$ cat src/rtl/mem_arbiter_if.sv
// Bundle of request, response and memory-side signals for mem_arbiter.
// The arbiter binds the slave modport; the environment driving the
// fetch unit, the load/store unit and the backing memory binds master.
interface mem_arbiter_if #(
  parameter int ADDR_W = 32,
  parameter int DATA_W = 32
);
  localparam int MASK_W = DATA_W / 8;

  // instruction-fetch port
  logic              if_req_valid;
  logic              if_req_ready;
  logic [ADDR_W-1:0] if_addr;
  logic              if_rsp_valid;
  logic [DATA_W-1:0] if_rsp_data;

  // load/store port
  logic              ls_req_valid;
  logic              ls_req_ready;
  logic [ADDR_W-1:0] ls_addr;
  logic              ls_wen;
  logic [DATA_W-1:0] ls_wdata;
  logic [MASK_W-1:0] ls_wmask;
  logic              ls_rsp_valid;
  logic [DATA_W-1:0] ls_rsp_data;

  // backing-memory port
  logic              mem_req;
  logic              mem_ready;
  logic [ADDR_W-1:0] mem_addr;
  logic              mem_wen;
  logic [DATA_W-1:0] mem_wdata;
  logic [MASK_W-1:0] mem_wmask;
  logic              mem_rvalid;
  logic [DATA_W-1:0] mem_rdata;

  modport slave (
    input  if_req_valid, if_addr,
    input  ls_req_valid, ls_addr, ls_wen, ls_wdata, ls_wmask,
    input  mem_ready, mem_rvalid, mem_rdata,
    output if_req_ready, if_rsp_valid, if_rsp_data,
    output ls_req_ready, ls_rsp_valid, ls_rsp_data,
    output mem_req, mem_addr, mem_wen, mem_wdata, mem_wmask
  );

  modport master (
    output if_req_valid, if_addr,
    output ls_req_valid, ls_addr, ls_wen, ls_wdata, ls_wmask,
    output mem_ready, mem_rvalid, mem_rdata,
    input  if_req_ready, if_rsp_valid, if_rsp_data,
    input  ls_req_ready, ls_rsp_valid, ls_rsp_data,
    input  mem_req, mem_addr, mem_wen, mem_wdata, mem_wmask
  );
endinterface

$ cat src/rtl/mem_arbiter.sv
// Two-requester memory arbiter: instruction fetch (IF) and load/store (LS)
// share one backing memory with a single outstanding transaction.
// ARB_MODE=0 gives LS fixed priority, ARB_MODE=1 alternates on ties.
module mem_arbiter #(
  parameter int ADDR_W   = 32,
  parameter int DATA_W   = 32,
  parameter int ARB_MODE = 0
) (
  input  logic          clk,
  input  logic          rst,
  mem_arbiter_if.slave  bus
);
  localparam int MASK_W = DATA_W / 8;

  typedef enum logic [1:0] {
    ST_IDLE  = 2'd0,
    ST_ISSUE = 2'd1,
    ST_WAIT  = 2'd2,
    ST_RESP  = 2'd3
  } state_t;

  state_t            state_q, state_d;
  logic              owner_ls_q, owner_ls_d;   // 1: LS owns the transaction
  logic              last_ls_q, last_ls_d;     // 1: last grant went to LS
  logic [ADDR_W-1:0] addr_q, addr_d;
  logic              wen_q, wen_d;
  logic [DATA_W-1:0] wdata_q, wdata_d;
  logic [MASK_W-1:0] wmask_q, wmask_d;
  logic [DATA_W-1:0] rdata_q, rdata_d;

  logic grant_ls;
  logic if_ready;
  logic ls_ready;

  // Arbitration: pick a winner among valid requesters; readies only in IDLE
  // and never while reset is held, so nothing is accepted during reset.
  always_comb begin
    grant_ls = 1'b0;
    if (bus.ls_req_valid && bus.if_req_valid) begin
      grant_ls = (ARB_MODE == 0) ? 1'b1 : !last_ls_q;
    end else begin
      grant_ls = bus.ls_req_valid;
    end
    ls_ready = (state_q == ST_IDLE) && !rst && bus.ls_req_valid && grant_ls;
    if_ready = (state_q == ST_IDLE) && !rst && bus.if_req_valid && !grant_ls;
  end

  // Next-state logic: capture the accepted request, then walk it through
  // memory issue, response wait and a single response cycle.
  always_comb begin
    state_d    = state_q;
    owner_ls_d = owner_ls_q;
    last_ls_d  = last_ls_q;
    addr_d     = addr_q;
    wen_d      = wen_q;
    wdata_d    = wdata_q;
    wmask_d    = wmask_q;
    rdata_d    = rdata_q;
    case (state_q)
      ST_IDLE: begin
        if (ls_ready) begin
          state_d    = ST_ISSUE;
          owner_ls_d = 1'b1;
          last_ls_d  = 1'b1;
          addr_d     = bus.ls_addr;
          wen_d      = bus.ls_wen;
          wdata_d    = bus.ls_wdata;
          wmask_d    = bus.ls_wmask;
        end else if (if_ready) begin
          // fetches are always reads: no write enable, no byte mask
          state_d    = ST_ISSUE;
          owner_ls_d = 1'b0;
          last_ls_d  = 1'b0;
          addr_d     = bus.if_addr;
          wen_d      = 1'b0;
          wdata_d    = '0;
          wmask_d    = '0;
        end
      end
      ST_ISSUE: begin
        if (bus.mem_ready) state_d = ST_WAIT;
      end
      ST_WAIT: begin
        if (bus.mem_rvalid) begin
          state_d = ST_RESP;
          // the memory acknowledges stores with rvalid; their data reads as 0
          rdata_d = wen_q ? '0 : bus.mem_rdata;
        end
      end
      ST_RESP: begin
        state_d = ST_IDLE;
      end
      default: begin
        state_d = ST_IDLE;
      end
    endcase
  end

  // State and request registers; reset aborts any transaction in flight.
  always_ff @(posedge clk or posedge rst) begin
    if (rst) begin
      state_q    <= ST_IDLE;
      owner_ls_q <= 1'b0;
      last_ls_q  <= 1'b1;
      addr_q     <= '0;
      wen_q      <= 1'b0;
      wdata_q    <= '0;
      wmask_q    <= '0;
      rdata_q    <= '0;
    end else begin
      state_q    <= state_d;
      owner_ls_q <= owner_ls_d;
      last_ls_q  <= last_ls_d;
      addr_q     <= addr_d;
      wen_q      <= wen_d;
      wdata_q    <= wdata_d;
      wmask_q    <= wmask_d;
      rdata_q    <= rdata_d;
    end
  end

  assign bus.if_req_ready = if_ready;
  assign bus.ls_req_ready = ls_ready;

  // memory side is driven purely from the captured request registers
  assign bus.mem_req   = (state_q == ST_ISSUE);
  assign bus.mem_addr  = addr_q;
  assign bus.mem_wen   = wen_q;
  assign bus.mem_wdata = wdata_q;
  assign bus.mem_wmask = wmask_q;

  // only the owner sees a response; data is zero outside its pulse
  assign bus.if_rsp_valid = (state_q == ST_RESP) && !owner_ls_q;
  assign bus.ls_rsp_valid = (state_q == ST_RESP) && owner_ls_q;
  assign bus.if_rsp_data  = bus.if_rsp_valid ? rdata_q : '0;
  assign bus.ls_rsp_data  = bus.ls_rsp_valid ? rdata_q : '0;
endmodule

$ cat src/flat_wrapper.sv
// flat-port wrapper written by rule: the top's interface ports become plain ports
module mem_arbiter_flat 
#(
  parameter int ADDR_W   = 32,
  parameter int DATA_W   = 32,
  parameter int ARB_MODE = 0
)
  (clk, rst, bus_if_req_valid, bus_if_addr, bus_ls_req_valid, bus_ls_addr, bus_ls_wen, bus_ls_wdata, bus_ls_wmask, bus_mem_ready, bus_mem_rvalid, bus_mem_rdata, bus_if_req_ready, bus_if_rsp_valid, bus_if_rsp_data, bus_ls_req_ready, bus_ls_rsp_valid, bus_ls_rsp_data, bus_mem_req, bus_mem_addr, bus_mem_wen, bus_mem_wdata, bus_mem_wmask);
  mem_arbiter_if #(.ADDR_W(ADDR_W), .DATA_W(DATA_W)) bus_i ();
  input  logic clk;
  input  logic rst;
  input wire logic [$bits(bus_i.if_req_valid)-1:0] bus_if_req_valid;
  input wire logic [$bits(bus_i.if_addr)-1:0] bus_if_addr;
  input wire logic [$bits(bus_i.ls_req_valid)-1:0] bus_ls_req_valid;
  input wire logic [$bits(bus_i.ls_addr)-1:0] bus_ls_addr;
  input wire logic [$bits(bus_i.ls_wen)-1:0] bus_ls_wen;
  input wire logic [$bits(bus_i.ls_wdata)-1:0] bus_ls_wdata;
  input wire logic [$bits(bus_i.ls_wmask)-1:0] bus_ls_wmask;
  input wire logic [$bits(bus_i.mem_ready)-1:0] bus_mem_ready;
  input wire logic [$bits(bus_i.mem_rvalid)-1:0] bus_mem_rvalid;
  input wire logic [$bits(bus_i.mem_rdata)-1:0] bus_mem_rdata;
  output wire logic [$bits(bus_i.if_req_ready)-1:0] bus_if_req_ready;
  output wire logic [$bits(bus_i.if_rsp_valid)-1:0] bus_if_rsp_valid;
  output wire logic [$bits(bus_i.if_rsp_data)-1:0] bus_if_rsp_data;
  output wire logic [$bits(bus_i.ls_req_ready)-1:0] bus_ls_req_ready;
  output wire logic [$bits(bus_i.ls_rsp_valid)-1:0] bus_ls_rsp_valid;
  output wire logic [$bits(bus_i.ls_rsp_data)-1:0] bus_ls_rsp_data;
  output wire logic [$bits(bus_i.mem_req)-1:0] bus_mem_req;
  output wire logic [$bits(bus_i.mem_addr)-1:0] bus_mem_addr;
  output wire logic [$bits(bus_i.mem_wen)-1:0] bus_mem_wen;
  output wire logic [$bits(bus_i.mem_wdata)-1:0] bus_mem_wdata;
  output wire logic [$bits(bus_i.mem_wmask)-1:0] bus_mem_wmask;
  assign bus_i.if_req_valid = bus_if_req_valid;
  assign bus_i.if_addr = bus_if_addr;
  assign bus_i.ls_req_valid = bus_ls_req_valid;
  assign bus_i.ls_addr = bus_ls_addr;
  assign bus_i.ls_wen = bus_ls_wen;
  assign bus_i.ls_wdata = bus_ls_wdata;
  assign bus_i.ls_wmask = bus_ls_wmask;
  assign bus_i.mem_ready = bus_mem_ready;
  assign bus_i.mem_rvalid = bus_mem_rvalid;
  assign bus_i.mem_rdata = bus_mem_rdata;
  assign bus_if_req_ready = bus_i.if_req_ready;
  assign bus_if_rsp_valid = bus_i.if_rsp_valid;
  assign bus_if_rsp_data = bus_i.if_rsp_data;
  assign bus_ls_req_ready = bus_i.ls_req_ready;
  assign bus_ls_rsp_valid = bus_i.ls_rsp_valid;
  assign bus_ls_rsp_data = bus_i.ls_rsp_data;
  assign bus_mem_req = bus_i.mem_req;
  assign bus_mem_addr = bus_i.mem_addr;
  assign bus_mem_wen = bus_i.mem_wen;
  assign bus_mem_wdata = bus_i.mem_wdata;
  assign bus_mem_wmask = bus_i.mem_wmask;
  mem_arbiter #(.ADDR_W(ADDR_W), .DATA_W(DATA_W), .ARB_MODE(ARB_MODE)) u_core (.clk(clk), .rst(rst), .bus(bus_i));
endmodule
$ cat config.mk
export PLATFORM = sky130hd
export DESIGN_NAME = mem_arbiter_flat
export DESIGN_NICKNAME = d
export VERILOG_FILES = /design/src/rtl/mem_arbiter_if.sv /design/src/rtl/mem_arbiter.sv /design/src/flat_wrapper.sv
export SDC_FILE = /design/constraint.sdc
export NUM_CORES = 1
export LEC_CHECK = 0
export ABC_AREA = 1
export CAP_MARGIN = 10
export CORE_MARGIN = 2
export CORE_UTILIZATION = 35
export CTS_CLUSTER_DIAMETER = 120
export DETAILED_ROUTE_END_ITERATION = 6
export GPL_TIMING_DRIVEN = 0
export PLACE_DENSITY = 0.85
export SYNTH_ARGS = -nofsm -noshare
export SYNTH_HDL_FRONTEND = slang
export SYNTH_SLANG_ARGS = --single-unit
$ cat constraint.sdc
create_clock -name clk -period 2.3 [get_ports clk]
set_input_delay 0.23 -clock clk [delete_from_list [all_inputs] [get_ports clk]]
set_output_delay 0.23 -clock clk [all_outputs]
set_load 0.005 [all_outputs]
* Word-level counts from Yosys, hierarchy flattened *
Cells that the tools add are included.

word-level totals
  input port bits = 139
  word-level logic and storage cells = 47
  register bits = 104

operators by class
  equality and inequality tests = 6
  reduce and logical (&&, ||, !) cells = 16
  muxes and demuxes = 18

operator list
  operator              number
  $mux W32              7
  $logic_and A1 B1 Y1   8
  $mux W2               4
  $mux W4               2
  $pmux W2 S4           1
  $eq A2 B2 Y1 const B  2
  $mux W1               4
  $ne A2 B2 Y1 const B  2
  $reduce_and A2 Y1     2
  $logic_not A1 Y1      3
  $ne A3 B3 Y1 const B  1
  $reduce_and A3 Y1     1
  $eq A2 B1 Y1 const B  1
  $logic_not A2 Y1      1
  $reduce_bool A2 Y1    1

* Longest topological paths before layout *
  depth after elaboration = 7
  mapped depth = 10
  gate-level depth less buffers = 8

* Worst setup path before layout *
Ideal clock, no wire load.

  path kind = in2reg
  from = input rst
  to = register u_core.wdata_q[0], in the netlist u_core.bus.mem_wdata[0]
  path buffers = 2
  setup time = 0.116 ns
  cell stages on the path = 8
  data required time = 2.184 ns
  setup slack = -0.114 ns
  arrival = 2.297 ns
  cell sequence = inv_2 -> nand4_2 -> nand2_2 -> inv_2 -> buf_6 -> buf_6 -> nand2_1 -> nand2_1

on the way
  cells in the longest elaborated chain, start to end = 6

RTL lines
  element                                                     RTL line                              text
  start: declaration                                          flat_wrapper.sv:11                    input logic rst;
  $logic_not A1 Y1 (*)                                        mem_arbiter.sv:44, mem_arbiter.sv:45
  $logic_and A1 B1 Y1 (*)                                     mem_arbiter.sv:44, mem_arbiter.sv:45
  $logic_and A1 B1 Y1, on equally long branches (2 in a row)  mem_arbiter.sv:45, mem_arbiter.sv:44
  $reduce_bool A2 Y1 (no source line)                         n/a
  $reduce_and A2 Y1 (no source line)                          n/a
  end signal: assignment                                      mem_arbiter.sv:116                    wdata_q <= wdata_d;
  end: declaration                                            mem_arbiter.sv:27                     logic [DATA_W-1:0] wdata_q, wdata_d;

Mark *: on every way between the ends. The rest lies on a longest branch, timed or not.
A chain may end at the register's enable or synchronous reset.

* Worst setup path in the final report *
  from = register u_core.state_q[0]
  to = output bus_if_rsp_data[13]

on the way
  cells in the longest elaborated chain, start to end = 3

RTL lines
  element                   RTL line            text
  start: declaration        mem_arbiter.sv:22   state_t state_q, state_d;
  start signal: assignment  mem_arbiter.sv:111  state_q <= state_d;
  $eq A2 B2 Y1              mem_arbiter.sv:133  assign bus.if_rsp_valid = (state_q == ST_RESP) && !owner_ls_q;
  $logic_and A1 B1 Y1       mem_arbiter.sv:133
  $mux W32                  mem_arbiter.sv:135  assign bus.if_rsp_data = bus.if_rsp_valid ? rdata_q : '0;
  end: declaration          flat_wrapper.sv:24  output wire logic [$bits(bus_i.if_rsp_data)-1:0] bus_if_rsp_data;

No other way between the ends.

==> results.md <==
* Layout Nets at 1075
* CP required at 2.07 ns
* DRT antenna net count at 0
* R2R cell count at 7
* Initial antenna violation count at 1
* CTS tree: built
* Row count at 43
* Post-DP HPWL at 12700 µm
* FMAX at 444 MHz
* H-Tree Depth at 3
* RSZ-0062 raised after global routing: yes
* GRT overflow at 0
* Lkg Pwr at 3.92 nW
* DRT iter0 DRCs at 277
* Post-Syn Area per Cell at 7.61 µm²
* Netlist cell types at 18
* Syn nets at 783
* Clock transition at path regs at 0.07 ns
* Post-Synthesis Cells at 640
* Crit path buffers/inverters at 2
* Hold slack final at 0.0658 ns
* Fin util at 0.603
* Yosys top cell area share at 0.535
* CP Data Arrival Time at 2.02 ns
* WL/cell at 15.0 µm
* Syn. warnings at 0
* Most frequent cells in the layout: clkdlybuf4s50_1 (275), nand2_1 (247), dfrtp_1 (104), inv_1 (75), nor2_1 (64)
* GR Util All Layers at 0.221
* Die Span Y at 122 µm
* Crit end category: output pin
* Critical path's top delay family: buffers and inverters
* Final worst path period share at 0.978
* 1st-pass router iterations at 5
* Hold WC Path Type: in2async
* Initial Util at 0.355
* Fraction of layout cells with a size suffix above 1 at 0.0608
* I/O Pins at 277
* Vias in the first global route at 4980
* Slew @ Worst Pin at 0.490 ns
* CP max FO at 10
* Fill count at 1183
* Maximum VDD drop at 0.610 mV
* Type of the worst setup path: reg2out
* Placed inst area at 7890 µm²
* Top cells by area, synth: dfrtp_1 (53%), nand2_1 (19%), inv_1 (5.8%)
* Final wirelength at 16800 µm
* Clock latency on the worst-skew pair at 0.35 ns
* Clk root buf: clkbuf_16
* Vias per std cell at 4.60
* Largest net degree at the start of global routing at 32
* Outcome: finished clean
* Die Width at 122 µm
* Skew final at 0.00742 ns
* CP max stage delay at 0.54 ns
* Design area at 8270 µm²
* TritonCTS buffer count at 9
* CP Launch Type: register
* Vias at 5139
* First-pass GRT wire length at 25200 µm
* # Max-Cap Violations at 0
* CP max-delay cell: clkdlybuf4s50_1
* Core area at 13700 µm²
* Worst path cell trace: ha_1 > nand2_1 > buf_2 > nor2_1 > clkdlybuf4s50_1
* DRC viols at 0
* Seq cells post-synth at 104
* Area delta synth->final at 69.9%
* Number of port buffers at 276
* CP Depth at 5
* Cell taking the most area after synthesis: dfrtp_1
* Min Tclk post-route at 2.25 ns
* CTS Sinks at 104
* RePlAce Congestion at 0.856
* Max Slew Vio Count at 0
* Final setup fails at 0
* DIE AREA at 14900 µm²
* PwrDens at 1010 nW/µm²
* Post-CTS Hold Buffers at 0
* Relative slew slack at 0.673
* Clock buffer depth at 2
* Most common cell after layout, fill and taps aside: clkdlybuf4s50_1
* Hold Vio Cnt, Final at 0
* Sequential element share of the synthesized area at 0.535
* Post-Syn Area at 4870 µm²
metrics by stage:
| stage | setup TNS, ns | instances | power (W) | setup WS, ns |
|---|---|---|---|---|
| 3_3_place_gp | -41.79 | 1096 | 0.00660 | -1.02 |
| 4_1_cts | -0.00782 | 1114 | 0.00833 | -0.00782 |
| 2_1_floorplan | 0 | 640 | 0.00456 | 0.424 |
| 3_5_place_dp | -25.42 | 1097 | 0.00672 | -0.810 |
| 6_report | 0 | 1118 | 0.00834 | 0.0499 |
| 5_1_grt | -0.0692 | 1118 | 0.00894 | -0.0253 |
per-layer routing:
metal	routed length, µm	track usage
met1	6840	0.265
met2	8230	0.371
met3	1100	0.0524
met4	645	0.113
met5	0	0
synthesized netlist by cell type:
library cell	count
nand2_1	247
dfrtp_1	104
inv_1	75
nor2_1	64
o21ai_0	37
nand3_1	34
o21ai_1	30
buf_2	13
clkbuf_1	12
buf_6	7
buf_1	4
ha_1	4
inv_2	4
a21boi_0	1
nand2_2	1
nand3_2	1
nand4_2	1
or2_2	1
path summary, 6_finish.rpt:
check,endpoint,slack (ns),startpoint
min in group clk,u_core.bus.mem_wdata[1],0.41,bus_ls_wdata[1]
setup / recovery,bus_if_rsp_data[13],0.05,u_core.state_q[0]
setup reg to reg,u_core.rdata_q[3],0.54,u_core.state_q[0]
max in group asynchronous,u_core.rdata_q[31],1.94,rst
hold reg to reg,u_core.bus.mem_wdata[28],0.47,u_core.bus.mem_wdata[28]
hold / removal,u_core.bus.mem_wdata[28],0.07,rst
where the power goes:
part	switching [W]	internal, W	leakage [nW]
Combinational	0.00182	0.00198	2.46
Sequential	0.000361	0.00261	1.32
Clock	0.000714	0.000854	0.139
logic make-up (layout without fill, tap and decap cells):
| kind of cell | count (synthesis) | count (layout) | synth area share |
|---|---|---|---|
| and+or+nand+nor | 349 | 349 | 0.282 |
| buffers and inverters | 115 | 412 | 0.103 |
| DFF | 104 | 104 | 0.535 |
| AOI/OAI and AO/OA | 68 | 68 | 0.0704 |
| adders and majority gates | 4 | 4 | 0.0103 |
| other | 0 | 1 | 0 |
final cells by class:
type                            instances  area (µm²)  share of cell area
Sequential cell                       104        2600               0.315
Timing Repair Buffer                  278        2770               0.335
Clock inverter                          7        78.8             0.00953
Tap cell                              180         225              0.0272
Timing Repair inverter                  4        35.0             0.00424
Multi-Input combinational cell        421        1780               0.215
Clock buffer                            9         225              0.0272
Antenna cell                            1        2.50            0.000303
Buffer                                 35         225              0.0272
Inverter                               79         325              0.0393
sequential cells by signal, indices dropped and copies added (netlist names):
name                  count
u_core.state_q            2
u_core.bus.mem_addr      32
u_core.bus.mem_wmask      4
u_core.owner_ls_q         1
u_core.bus.mem_wdata     32
u_core.bus.mem_wen        1
u_core.rdata_q           32
timing repair:
| action | in CTS | in global routing |
|---|---|---|
| resized for setup | 14 | 19 |
| cloned | 3 | 1 |
| setup buffers | 0 | 2 |
| pin swaps | 0 | 0 |
| setup endpoints to repair | 89 | 61 |
No activity file was read; power rests on OpenSTA's default activity.
